`config.mk`:
```
export PLATFORM = sky130hd
export DESIGN_NAME = uart_transmitter
export DESIGN_NICKNAME = d
export VERILOG_FILES = /design/src/rtl/uart_transmitter.sv
export SDC_FILE = /design/constraint.sdc
export NUM_CORES = 1
export LEC_CHECK = 0
export CORE_UTILIZATION = 25
export DETAILED_ROUTE_END_ITERATION = 8
export SYNTH_ARGS = -nofsm -noshare
export SYNTH_HDL_FRONTEND = slang
export SYNTH_SLANG_ARGS = --single-unit
```
`constraint.sdc`:
```
create_clock -name clk -period 3 [get_ports clk]
set_clock_uncertainty 0.15 [all_clocks]
set_input_delay 0.3 -clock clk [delete_from_list [all_inputs] [get_ports clk]]
set_output_delay 0.3 -clock clk [all_outputs]
set_load 0.01 [all_outputs]
```
`src/rtl/uart_transmitter.sv`:
```
// UART transmit stage: one byte per frame (start, data LSB first, optional parity, stop), line idles high.
// Latency: signal_out drops for the start bit on the cycle after the accepting edge (registered output).
// Backpressure: data_ready only in IDLE or on the final stop cycle, so frames can run back to back.
// Optional feature: define UART_TX_PARITY_EN to insert an even-parity symbol between data and stop.
module uart_transmitter #(
    parameter int CYCLES_PER_SYMBOL = 125_000_000 / 115_200,
    parameter int DATA_BITS         = 8,
    parameter int STOP_BITS         = 1
) (
    input  logic                 clk,
    input  logic                 rst,
    input  logic [DATA_BITS-1:0] data_in,
    input  logic                 data_valid,
    output logic                 data_ready,
    output logic                 signal_out,
    output logic                 busy
);

    // Symbol counter counts 0..CYCLES_PER_SYMBOL-1; the extra bit keeps CYCLES_PER_SYMBOL=1 legal.
    localparam int CNT_W = $clog2(CYCLES_PER_SYMBOL) + 1;
    // One index register walks both the data bits and the stop symbols, so size it for the larger.
    localparam int IDX_MAX = (DATA_BITS > STOP_BITS) ? DATA_BITS : STOP_BITS;
    localparam int IDX_W   = $clog2(IDX_MAX) + 1;

    localparam logic [CNT_W-1:0] CNT_LAST  = CNT_W'(CYCLES_PER_SYMBOL - 1);
    localparam logic [IDX_W-1:0] DATA_LAST = IDX_W'(DATA_BITS - 1);
    localparam logic [IDX_W-1:0] STOP_LAST = IDX_W'(STOP_BITS - 1);

    typedef enum logic [2:0] {
        ST_IDLE   = 3'd0,
        ST_START  = 3'd1,
        ST_DATA   = 3'd2,
`ifdef UART_TX_PARITY_EN
        ST_PARITY = 3'd4,
`endif
        ST_STOP   = 3'd3
    } state_t;

    state_t               state_q, state_d;
    logic [CNT_W-1:0]     cnt_q, cnt_d;
    logic [IDX_W-1:0]     idx_q, idx_d;
    logic [DATA_BITS-1:0] shift_q, shift_d;
    logic                 tx_q, tx_d;
`ifdef UART_TX_PARITY_EN
    logic                 parity_q, parity_d;
`endif

    logic sym_end;
    logic last_stop;
    logic accept;

    // Last cycle of the current symbol.
    assign sym_end   = (cnt_q == CNT_LAST);
    // Final cycle of the final stop symbol: the only mid-frame point where a new byte may enter.
    assign last_stop = (state_q == ST_STOP) && (idx_q == STOP_LAST) && sym_end;

    assign data_ready = ~rst & ((state_q == ST_IDLE) | last_stop);
    assign accept     = data_valid & data_ready;

    assign signal_out = tx_q;
    assign busy       = (state_q != ST_IDLE);

    // Next-state logic: walks the frame symbol by symbol and precomputes the next line level.
    always_comb begin
        state_d  = state_q;
        cnt_d    = cnt_q;
        idx_d    = idx_q;
        shift_d  = shift_q;
        tx_d     = tx_q;
`ifdef UART_TX_PARITY_EN
        parity_d = parity_q;
`endif

        if (state_q != ST_IDLE) begin
            cnt_d = sym_end ? '0 : cnt_q + CNT_W'(1);
        end

        case (state_q)
            ST_IDLE: begin
                tx_d  = 1'b1;
                cnt_d = '0;
                idx_d = '0;
            end

            ST_START: begin
                if (sym_end) begin
                    state_d = ST_DATA;
                    idx_d   = '0;
                    tx_d    = shift_q[0];
                end
            end

            ST_DATA: begin
                if (sym_end) begin
                    if (idx_q == DATA_LAST) begin
`ifdef UART_TX_PARITY_EN
                        state_d = ST_PARITY;
                        tx_d    = parity_q;
`else
                        state_d = ST_STOP;
                        idx_d   = '0;
                        tx_d    = 1'b1;
`endif
                    end else begin
                        // The line always shows bit 0 of the shift register.
                        shift_d = shift_q >> 1;
                        idx_d   = idx_q + IDX_W'(1);
                        tx_d    = shift_d[0];
                    end
                end
            end

`ifdef UART_TX_PARITY_EN
            ST_PARITY: begin
                if (sym_end) begin
                    state_d = ST_STOP;
                    idx_d   = '0;
                    tx_d    = 1'b1;
                end
            end
`endif

            ST_STOP: begin
                tx_d = 1'b1;
                if (sym_end) begin
                    if (idx_q == STOP_LAST) begin
                        state_d = ST_IDLE;
                        idx_d   = '0;
                    end else begin
                        idx_d = idx_q + IDX_W'(1);
                    end
                end
            end

            default: begin
                state_d = ST_IDLE;
                cnt_d   = '0;
                idx_d   = '0;
                tx_d    = 1'b1;
            end
        endcase

        // Acceptance can only happen in IDLE or on the last stop cycle; it overrides both
        // and starts the next frame with its start bit on the following cycle.
        if (accept) begin
            state_d  = ST_START;
            cnt_d    = '0;
            idx_d    = '0;
            shift_d  = data_in;
            tx_d     = 1'b0;
`ifdef UART_TX_PARITY_EN
            parity_d = ^data_in;
`endif
        end
    end

    // State and datapath registers; reset aborts any frame and returns the line high.
    always_ff @(posedge clk) begin
        if (rst) begin
            state_q  <= ST_IDLE;
            cnt_q    <= '0;
            idx_q    <= '0;
            shift_q  <= '0;
            tx_q     <= 1'b1;
`ifdef UART_TX_PARITY_EN
            parity_q <= 1'b0;
`endif
        end else begin
            state_q  <= state_d;
            cnt_q    <= cnt_d;
            idx_q    <= idx_d;
            shift_q  <= shift_d;
            tx_q     <= tx_d;
`ifdef UART_TX_PARITY_EN
            parity_q <= parity_d;
`endif
        end
    end

endmodule
```
# == Word-level counts from Yosys, hierarchy flattened ==
# Index checks and enable logic that the tools add are counted.
# word_totals
regBits,28
input_bits,11
output_inout_bits,3
elab_cells,69
# classes
addsub,2
n_eq_ne,17
n_mux,23
bitwise,6
reduce_logical,15
# ops
operator,count
$mux 8,4
$mux 4,5
$mux 3,5
$add 12x1->12 const B,1
$eq 12x11->1 const B,1
$mux 12,1
$ne 2x2->1 const B,6
$ne 3x3->1 const B,4
$pmux 3 s4,1
$pmux 4 s3,1
$reduce_and 6->1,2
$eq 3x2->1 const B,2
$reduce_and 3->1,2
$reduce_or 3->1,2
$mux 1,5
$add 4x1->4 const B,1
$eq 4x3->1 const B,1
$logic_not 4->1,1
$reduce_bool 2->1,2
$eq 3x1->1 const B,1
$logic_not 3->1,1
$ne 3x2->1 const B,1
$not 1->1,3
$reduce_bool 3->1,1
7 further kinds,9

# == Depth between registers and ports, before layout ==
# Gate-level depths: netlist of run 1.
# logic_depth
depth_word,8
ltp_mapped,9
ltp_nobuf,7

# == Worst setup path after synthesis of run 1 ==
# No wires, ideal clock.
# synth_path
kind,reg2reg
from,register state_q[0]
to,register idx_q[3]
setup_ps,79
arrival_ps,1828
slack_ps,942
path_stages_with_launch,8
path_buffers,1
period_less_slack_ps,2058
path_cell_list,dfxtp_1 > inv_1 > ha_1 > buf_4 > nor2_1 > or3_1 > or4_1 > a211oi_2
# synth_via
elab_chain_len,7
word_cells_on_any_way,15
cone_classes,eq/ne (6); mux (1); bitwise (3); reduce/logical (5)
# synth_lines
item,line_no,source
start: declaration,39,"state_t state_q, state_d;"
start signal: assignment,169,state_q <= state_d;
$eq 3x2->1,"55, 78",
$logic_and 1x1->1 (2 in series),55,assign last_stop = (state_q == ST_STOP) && (idx_q == STOP_LAST) && sym_end;
$or 1x1->1,57,assign data_ready = ~rst & ((state_q == ST_IDLE) | last_stop);
$and 1x1->1,57,
$and 1x1->1,58,assign accept = data_valid & data_ready;
$reduce_or 2->1 (no source line),--,
end signal: assignment,171,idx_q <= idx_d;
end: declaration,41,"logic [IDX_W-1:0] idx_q, idx_d;"
# Several ways; a longest one is shown, not always the timed one.
# A chain may end at the register's enable or synchronous reset.

# == Final worst setup path of run 1 ==
# layout_path
from,register state_q[1]
to,output port data_ready
# layout_via
elab_chain_len,5
word_cells_on_any_way,6
cone_classes,eq/ne (1); bitwise (2); reduce/logical (3)
# layout_lines
item,line_no,source
$eq 3x2->1,55,
$logic_and 1x1->1 (2 in series),55,
$or 1x1->1 (*),57,
$and 1x1->1 (*),57,
end: declaration,14,"output logic data_ready,"
# Every way passes the cells marked *; elsewhere a longest branch is shown, timed or not.

==> results of run 1 <==
## layer usage
metal / up-vias / wire length, µm / global-route usage [%]
met2: 12 / 1270 / 16.6
met4: 0 / 11 / 1.64
li1: 600 / - / -
met5: - / 0 / 0
met1: 545 / 1440 / 13.0
met3: 2 / 85 / 3.10
## cell usage after synthesis (2+ instances only)
cell       n
a211oi_1   8
a21oi_1    4
and3_1     2
buf_2      4
clkbuf_1   2
dfxtp_1   27
ha_1       9
inv_1      8
mux2i_1   10
nand2_1    7
nand2b_1   2
nand3_1    4
nand3b_1   2
nand4_1    4
nor2_1    25
nor2b_1    3
nor3_1     6
nor4bb_1   2
o211ai_1   2
o21ai_0    3
xnor2_1    2
xor2_1     9
## state kept, by name, summed over array words and instances, names as in the netlist
name,flops
idx_q,4
state_q,2
signal_out,1
shift_q,8
cnt_q,12
## logic make-up after synthesis
group	after synthesis	synth area share, %
compound gates	24	12.0
buf+inv	17	5.00
mux	10	6.79
simple gates	67	25.4
flops	27	36.6
fa+ha+maj	9	7.63
xor+xnor	11	6.53
## how the worst max path moves through the flow
| stage | startpoint | cells after the start | slack (ns) | to |
|---|---|---|---|---|
| CTS | state_q[1] | 5 | 0.41 | data_ready |
| global placement | cnt_q[0] | 7 | 0.73 | shift_q[5] |
| detailed placement | cnt_q[0] | 7 | 0.69 | shift_q[0] |
| global route | state_q[1] | 5 | 0.27 | data_ready |
| floorplan | state_q[0] | 7 | 0.94 | idx_q[3] |
| finish | state_q[1] | 5 | 0.41 | data_ready |
## placed cells by master, fill, tap and decap left out, drive strengths merged, types with 2 or more instances in the layout
master / n
o21ai: 3
o211ai: 2
nor4b: 2
nor3: 6
xnor2: 2
dfxtp: 27
inv: 8
buf: 2
a21oi: 4
xor2: 9
and3: 2
nor2b: 3
clkbuf: 3
nand3: 4
ha: 9
nor2: 25
nand2b: 2
clkdlybuf4s50: 13
nand3b: 2
nand2: 7
a211oi: 9
nor4bb: 2
nand4: 4
mux2i: 10
## stage by stage
step / std cells / util (%) / hold slack (ns) / worst slack (ns) / total power [mW]
final: 247 / 30.6 / 0.347 / 0.415 / 0.708
after global routing: 247 / 30.6 / 0.378 / 0.273 / 0.750
after CTS: 247 / 30.6 / 0.350 / 0.412 / 0.721
after detailed placement: 243 / 29.7 / 0.335 / 0.693 / 0.502
after global placement: 243 / 29.7 / 0.333 / 0.726 / 0.502
after floorplan: 165 / - / 0.286 / 0.942 / 0.461
## power breakdown
group	switching, mW	internal [mW]	total [mW]
clock network	0.121	0.0945	0.216
registers	0.00954	0.374	0.383
logic	0.0570	0.0524	0.109
## final cells by class
cell class	instances	area (µm²)	area share, %
multi-input combinational	121	861	50.2
sequential	27	541	31.5
timing repair buffer	15	145	8.46
tap	72	90.1	5.25
clock buffer	3	41.3	2.41
inverter	8	30.0	1.75
clock inverter	1	7.51	0.438
## worst max-delay path: stages (launching register included)
cell and delay [ns]:
dfxtp_1 0.40, ha_1 0.26, nor4bb_1 0.31, a41oi_1 0.22, nor2_1 0.13, clkdlybuf4s50_1 0.54
==> results_dict.tcl, run 1 <==
set metrics [dict create \
    cap_violations 0 \
    peakVddDrop_mv 0.200 \
    rr_endpoint "shift_q[5]" \
    grt_max_degree 18 \
    clock_sinks 27 \
    first_pass_iters 4 \
    io_pins 14 \
    cts_tree "yes" \
    worst_setup_path_start_kind "flop" \
    ctsResizeCount 0 \
    htree_levels 1 \
    numCtsBuffers 3 \
    yosys_warnings 0 \
    die_h_um 78.8 \
    rsz0062_at_grt "false" \
    ys_types 42 \
    reg2regPathDepth 7 \
    vias 1159 \
    hold_viol 0 \
    synth_top_area_share_pct 36.6 \
    cts_buffer_depth 2 \
    final.period_utilization_pct 86.2 \
    synth_top_cell_by_area "dfxtp_1" \
    synth_edf_count 0 \
    min_period_ns 2.59 \
    synth.avg_cell_area_um2 8.94 \
    io_buffers 13 \
    hold_path.class "reg2reg" \
    drc 0 \
    tightest_slew_ns 0.580 \
    initial_core_util_pct 26.3 \
    min_from "shift_q[7]" \
    final_layout_size_suffix_gt1_share_pct 6.29 \
    syn_area_mm2 0.00148 \
    end_kind "output pin" \
    setup_viol 0 \
    synth_top_flop_cell "dfxtp_1" \
    max_freq_mhz 387 \
    avgRoutedWirePerCell_um 11.4 \
    die-area_mm2 0.00621 \
    diodes 0 \
    antenna_found_initial 0 \
    synth_area_leaders "dfxtp_1 37%, ha_1 7.6%, mux2i_1 6.8%" \
    p_leak_nw 0.584 \
    synth_fp_nets 185 \
    cts_setup_buffers 0 \
    n_fill_cell 609 \
    fin_nets 196 \
    status "finished, final reports clean" \
    dp_hpwl_mm 1.99 \
    area_growth_pct 16.3 \
    crit_path_max_fanout 5 \
    die_w_um 78.8 \
    wl_mm 2.81 \
    relSlewSlack_pct 61.4 \
    powerDensity_mw_per_mm2 413 \
    track_usage_pct 10.0 \
    viasPerCell 4.69 \
    ant_nets 0 \
    tns_ns 0 \
    hold_path_end "shift_q[7]" \
    path_clk_slew_ns 0.10 \
    required_ns 2.55 \
    hold_depth 2 \
    r2r_slack_ns 0.71 \
    drt_iter0_drc 71 \
    core.rowCount 27 \
    synth_cells 165 \
    gp_congestion 0.735 \
    finalInstanceArea_mm2 0.00172 \
    gr-total-overflow 0 \
    critPathKind "reg2out" \
    maxSlewViolCount 0 \
    seq_area_frac_synth_pct 36.6 \
    place_area_mm2 0.00167 \
    synth-seq-cells 27 \
    arrival_ns 2.14 \
    synthArstFlopShare_pct 0 \
    grt_pass1_vias 1088 \
    root_buffer "clkbuf_8" \
    holdBufCountCts 0 \
    core_area_mm2 0.00561 \
    clk_latency_ns 0.28 \
    reg2reg_from "cnt_q[0]" \
    grt_pass1_wl_mm 5.02 \
]
(Power assumes the default switching activity.)
==> inputs of run 2 (changes only) <==
- CORE_ASPECT_RATIO: default -> 0.6
- CORE_MARGIN: default -> 5
==> run 2 against run 1 <==
  * Global-route usage decreased by 1.5 points
  * First-iteration DRC count is 11% lower
  * Final area rose by 0.44%
  * Clock-buffer cell count did not move
  * Clock power shrank 4%
  * Power down 1.1%
  * Die area up 22%
  * Maximum frequency rose by 0.42%
  * Largest cell class unchanged
==> results_dict.tcl, run 2 (synthesis gave the netlist of run 1 again) <==
set metrics [dict create \
    cp_slowest_stage_delay_ns 0.55 \
    cts_tree "yes" \
    drc 0 \
    crit_buf_inv 1 \
    cts_setup_buffers 0 \
    hold_path.class "reg2reg" \
    holdBufCountCts 0 \
    wl_mm 2.97 \
    required_ns 2.55 \
    ctsResizeCount 0 \
    drt_iter0_drc 63 \
    avgRoutedWirePerCell_um 11.6 \
    maxSlewViolCount 0 \
    track_usage_pct 8.55 \
    crit_path_max_fanout 5 \
    cp_top_family "buffers and inverters" \
    status "finished, final reports clean" \
    worst_setup_path_start_kind "flop" \
    hold_ws_ns 0.373 \
    die_w_um 109 \
    cap_violations 0 \
    multi_input_area_um2 861 \
    critPathKind "reg2out" \
    ant_nets 0 \
    die-area_mm2 0.00759 \
    gr-total-overflow 0 \
    clock_sinks 27 \
    arrival_ns 2.12 \
    io_pins 14 \
    peakVddDrop_mv 0.177 \
    path_cells "ha_1, nor4bb_1, a41oi_1, nor2_1, clkdlybuf4s50_1" \
    powerDensity_mw_per_mm2 407 \
    setup_viol 0 \
    clk_latency_ns 0.27 \
    initial_core_util_pct 26.1 \
    dp_cells 251 \
    first_pass_iters 4 \
    reg_top3 "cnt_q: 12 flops, shift_q: 8 flops, idx_q: 4 flops" \
    dp_hpwl_mm 2.27 \
    tns_ns 0 \
    rsz0062_at_grt "false" \
    total_power_uw 701 \
    largest_register_ffs 12 \
    io_buffers 13 \
    core_area_mm2 0.00565 \
    regArea_um2 541 \
    diodes 0 \
    final_cell_mix "27 x dfxtp_1, 25 x nor2_1, 13 x clkdlybuf4s50_1" \
    root_buffer "clkbuf_8" \
    area_growth_pct 16.8 \
    min_period_ns 2.57 \
    grt_pass1_wl_mm 5.25 \
    n_fill_cell 598 \
    hold_path_end "shift_q[7]" \
    numCtsBuffers 3 \
    core.rowCount 21 \
    antenna_found_initial 0 \
    path_clk_slew_ns 0.09 \
    hold_depth 2 \
    rr_endpoint "state_q[0]" \
    relSlewSlack_pct 58.6 \
    htree_levels 1 \
    r2r_slack_ns 0.69 \
    tightest_slew_ns 0.619 \
    end_kind "output pin" \
    final_layout_size_suffix_gt1_share_pct 6.29 \
    reg2reg_from "state_q[0]" \
    cts_buffer_depth 2 \
    reg2regPathDepth 7 \
    top_register "cnt_q" \
    min_from "shift_q[7]" \
    viasPerCell 4.50 \
    final_common_cell "dfxtp_1" \
    fin_nets 196 \
    fin_cells 255 \
    grt_max_degree 18 \
    cp_slowest_cell "clkdlybuf4s50_1" \
    p_leak_nw 0.588 \
    gp_congestion 0.731 \
    final.period_utilization_pct 85.8 \
    vias 1147 \
    hold_viol 0 \
    die_h_um 69.5 \
    max_freq_mhz 388 \
    grt_pass1_vias 1016 \
]
==> run 2: cell types whose count changed in the layout (fill, tap and decap cells not counted), sizes merged <==
cell	delta
clkinvlp	-1
clkinv	+1
==> run 2: worst max-delay path by stage <==
stage	cells past startpoint	endpoint	from
6_report	5	data_ready	state_q[0]
2_1_floorplan	7	idx_q[3]	state_q[0]
3_3_place_gp	5	data_ready	state_q[1]
5_1_grt	5	data_ready	state_q[1]
4_1_cts	5	data_ready	state_q[0]
3_5_place_dp	6	idx_q[3]	state_q[0]
==> run 2: where the power goes <==
group          internal [mW]  switching, mW
Clock                 0.0931          0.114
Combinational         0.0524         0.0581
Sequential             0.374        0.00999
==> run 2: worst register-to-register path: cells and delay by family (launching register included) <==
| kind | cells | cell delay [ns] |
|---|---|---|
| simple gates | 3 | 0.99 |
| flops | 1 | 0.39 |
| fa+ha+maj | 1 | 0.31 |
| mux | 1 | 0.17 |
| buf+inv | 1 | 0.10 |
| compound gates | 1 | 0.07 |
==> run 2: metal layers <==
layer,track usage (%),wire (µm),part of all wire (%),vias up
met5,0,0,0,-
met4,2.77,19,0.64,0
met3,2.60,113,3.8,2
met2,10.5,1160,39,21
met1,13.5,1680,56,519
li1,-,-,-,605
==> run 2: final cells by class <==
class                      instances  share of cell area [%]
multi-input combinational        121                    50.0
sequential                        27                    31.4
timing repair buffer              15                    8.42
tap                               80                    5.81
clock buffer                       3                    2.40
inverter                           8                    1.74
clock inverter                     1                   0.290
==> run 2: metrics by stage <==
step	setup WS [ns]	utilization, %	cell area [µm²]
floorplan	0.942	-	1480
global placement	0.733	29.7	1680
detailed placement	0.736	29.7	1680
CTS	0.423	30.5	1720
global route	0.255	30.5	1720
finish	0.425	30.5	1720
==> inputs of run 3 (changes only) <==
- CORE_UTILIZATION: 25 -> 40
==> run 3 against run 2 <==
  * Power increased by 0.88%
  * Hold slack worse by 0.011 ns
  * Via count increased by 1.3%
  * Critical endpoint unchanged
  * Highest routed layer unchanged
==> results_dict.tcl, run 3 (synthesis gave the netlist of run 1 again) <==
set metrics [dict create \
    die-area_mm2 0.00504 \
    ant_nets 0 \
    first_pass_iters 4 \
    dp_hpwl_mm 2.27 \
    critPathKind "reg2out" \
    maxSlewViolCount 0 \
    relSlewSlack_pct 60.5 \
    cts_buffer_depth 2 \
    tightest_slew_ns 0.593 \
    grt_max_degree 18 \
    die_w_um 88.4 \
    r2r_slack_ns 0.69 \
    io_buffers 13 \
    path_clk_slew_ns 0.09 \
    peakVddDrop_mv 0.159 \
    htree_levels 1 \
    root_buffer "clkbuf_8" \
    wl_mm 3.05 \
    p_leak_nw 0.585 \
    largest_register_ffs 12 \
    total_power_uw 707 \
    grt_pass1_wl_mm 5.11 \
    io_pins 14 \
    final_cell_mix "27 x dfxtp_1, 25 x nor2_1, 13 x clkdlybuf4s50_1" \
    core_area_mm2 0.00362 \
    clk_latency_ns 0.28 \
    diodes 0 \
    antenna_found_initial 0 \
    critPathCapture "data_ready" \
    reg2reg_from "state_q[0]" \
    avgRoutedWirePerCell_um 13.7 \
    clock_sinks 27 \
    gr-total-overflow 0 \
    final_common_cell "dfxtp_1" \
    max_freq_mhz 376 \
    worst_setup_path_start_kind "flop" \
    crit_path_max_fanout 5 \
    reg_top3 "cnt_q: 12 flops, shift_q: 8 flops, idx_q: 4 flops" \
    viasPerCell 5.23 \
    final_core_util_pct 46.5 \
    cts_setup_buffers 0 \
    cap_violations 0 \
    end_kind "output pin" \
    core.rowCount 17 \
    drc 0 \
    cts_tree "yes" \
    reg2regPathDepth 6 \
    die_h_um 57.0 \
    top_register "cnt_q" \
    powerDensity_mw_per_mm2 421 \
    ctsResizeCount 0 \
    holdBufCountCts 0 \
    rsz0062_at_grt "false" \
    final.period_utilization_pct 88.7 \
    final_layout_size_suffix_gt1_share_pct 5.71 \
    track_usage_pct 13.0 \
    rr_endpoint "idx_q[3]" \
    arrival_ns 2.21 \
    hold_path.class "reg2reg" \
    fin_nets 196 \
    grt_pass1_vias 1069 \
    n_fill_cell 352 \
    drt_iter0_drc 103 \
    crit_start "state_q[0]" \
    initial_core_util_pct 40.8 \
    tns_ns 0 \
    numCtsBuffers 3 \
    required_ns 2.55 \
    status "finished, final reports clean" \
    min_period_ns 2.66 \
    area_growth_pct 13.9 \
    setup_viol 0 \
    vias 1162 \
    dp_slack_ns 0.658 \
    gp_congestion 0.857 \
    hold_viol 0 \
    fin_ws_ns 0.339 \
]
-- run 3: cell types whose count changed in the layout (fill, tap and decap cells not counted) --
cell and delta:
clkbuf_1 +1, clkinv_2 -1
-- run 3: how the worst min path moves through the flow --
stage,end,depth (start not counted),startpoint,slack (ns)
3_5_place_dp,shift_q[7],2,shift_q[7],0.35
3_3_place_gp,shift_q[7],2,shift_q[7],0.34
4_1_cts,shift_q[7],2,shift_q[7],0.36
2_1_floorplan,shift_q[7],2,data_in[7],0.29
6_report,shift_q[7],2,shift_q[7],0.36
5_1_grt,shift_q[7],2,shift_q[7],0.40
-- run 3: where the power goes --
| group | leakage, nW | switching [mW] | total, mW | internal, mW |
|---|---|---|---|---|
| clock | 0.0228 | 0.117 | 0.213 | 0.0955 |
| sequential | 0.220 | 0.0100 | 0.384 | 0.374 |
| combinational | 0.342 | 0.0581 | 0.111 | 0.0525 |
| total | 0.585 | 0.185 | 0.707 | 0.522 |
-- run 3: worst max-delay path: stages (launching register included) --
cell             delay (ns)
dfxtp_1                0.39
ha_1                   0.25
nor4bb_1               0.40
a41oi_1                0.21
nor2_1                 0.13
clkdlybuf4s50_1        0.54
-- run 3: final cells by class --
| cell class | count | area [µm²] | area share [%] |
|---|---|---|---|
| Clock buffer | 4 | 45.0 | 2.68 |
| Multi-Input combinational cell | 121 | 861 | 51.2 |
| Sequential cell | 27 | 541 | 32.2 |
| Inverter | 8 | 30.0 | 1.79 |
| Tap cell | 47 | 58.8 | 3.50 |
| Timing Repair Buffer | 15 | 145 | 8.64 |
-- run 3: stage by stage --
stage / instances / area [µm²] / hold slack, ns
2_1_floorplan: 165 / 1480 / 0.286
3_3_place_gp: 218 / 1640 / 0.337
3_5_place_dp: 218 / 1640 / 0.346
4_1_cts: 222 / 1680 / 0.364
5_1_grt: 222 / 1680 / 0.401
6_report: 222 / 1680 / 0.361
-- run 3: routing by layer --
metal  wire [µm]  track usage (%)  vias to the layer above  part of all wire (%)
li1            -                -                      605                     -
met1        1520             18.1                      531                    50
met2        1390             19.0                       20                    46
met3         106             4.04                        6                   3.5
met4          37             4.31                        0                   1.2
met5           0                0                        -                     0
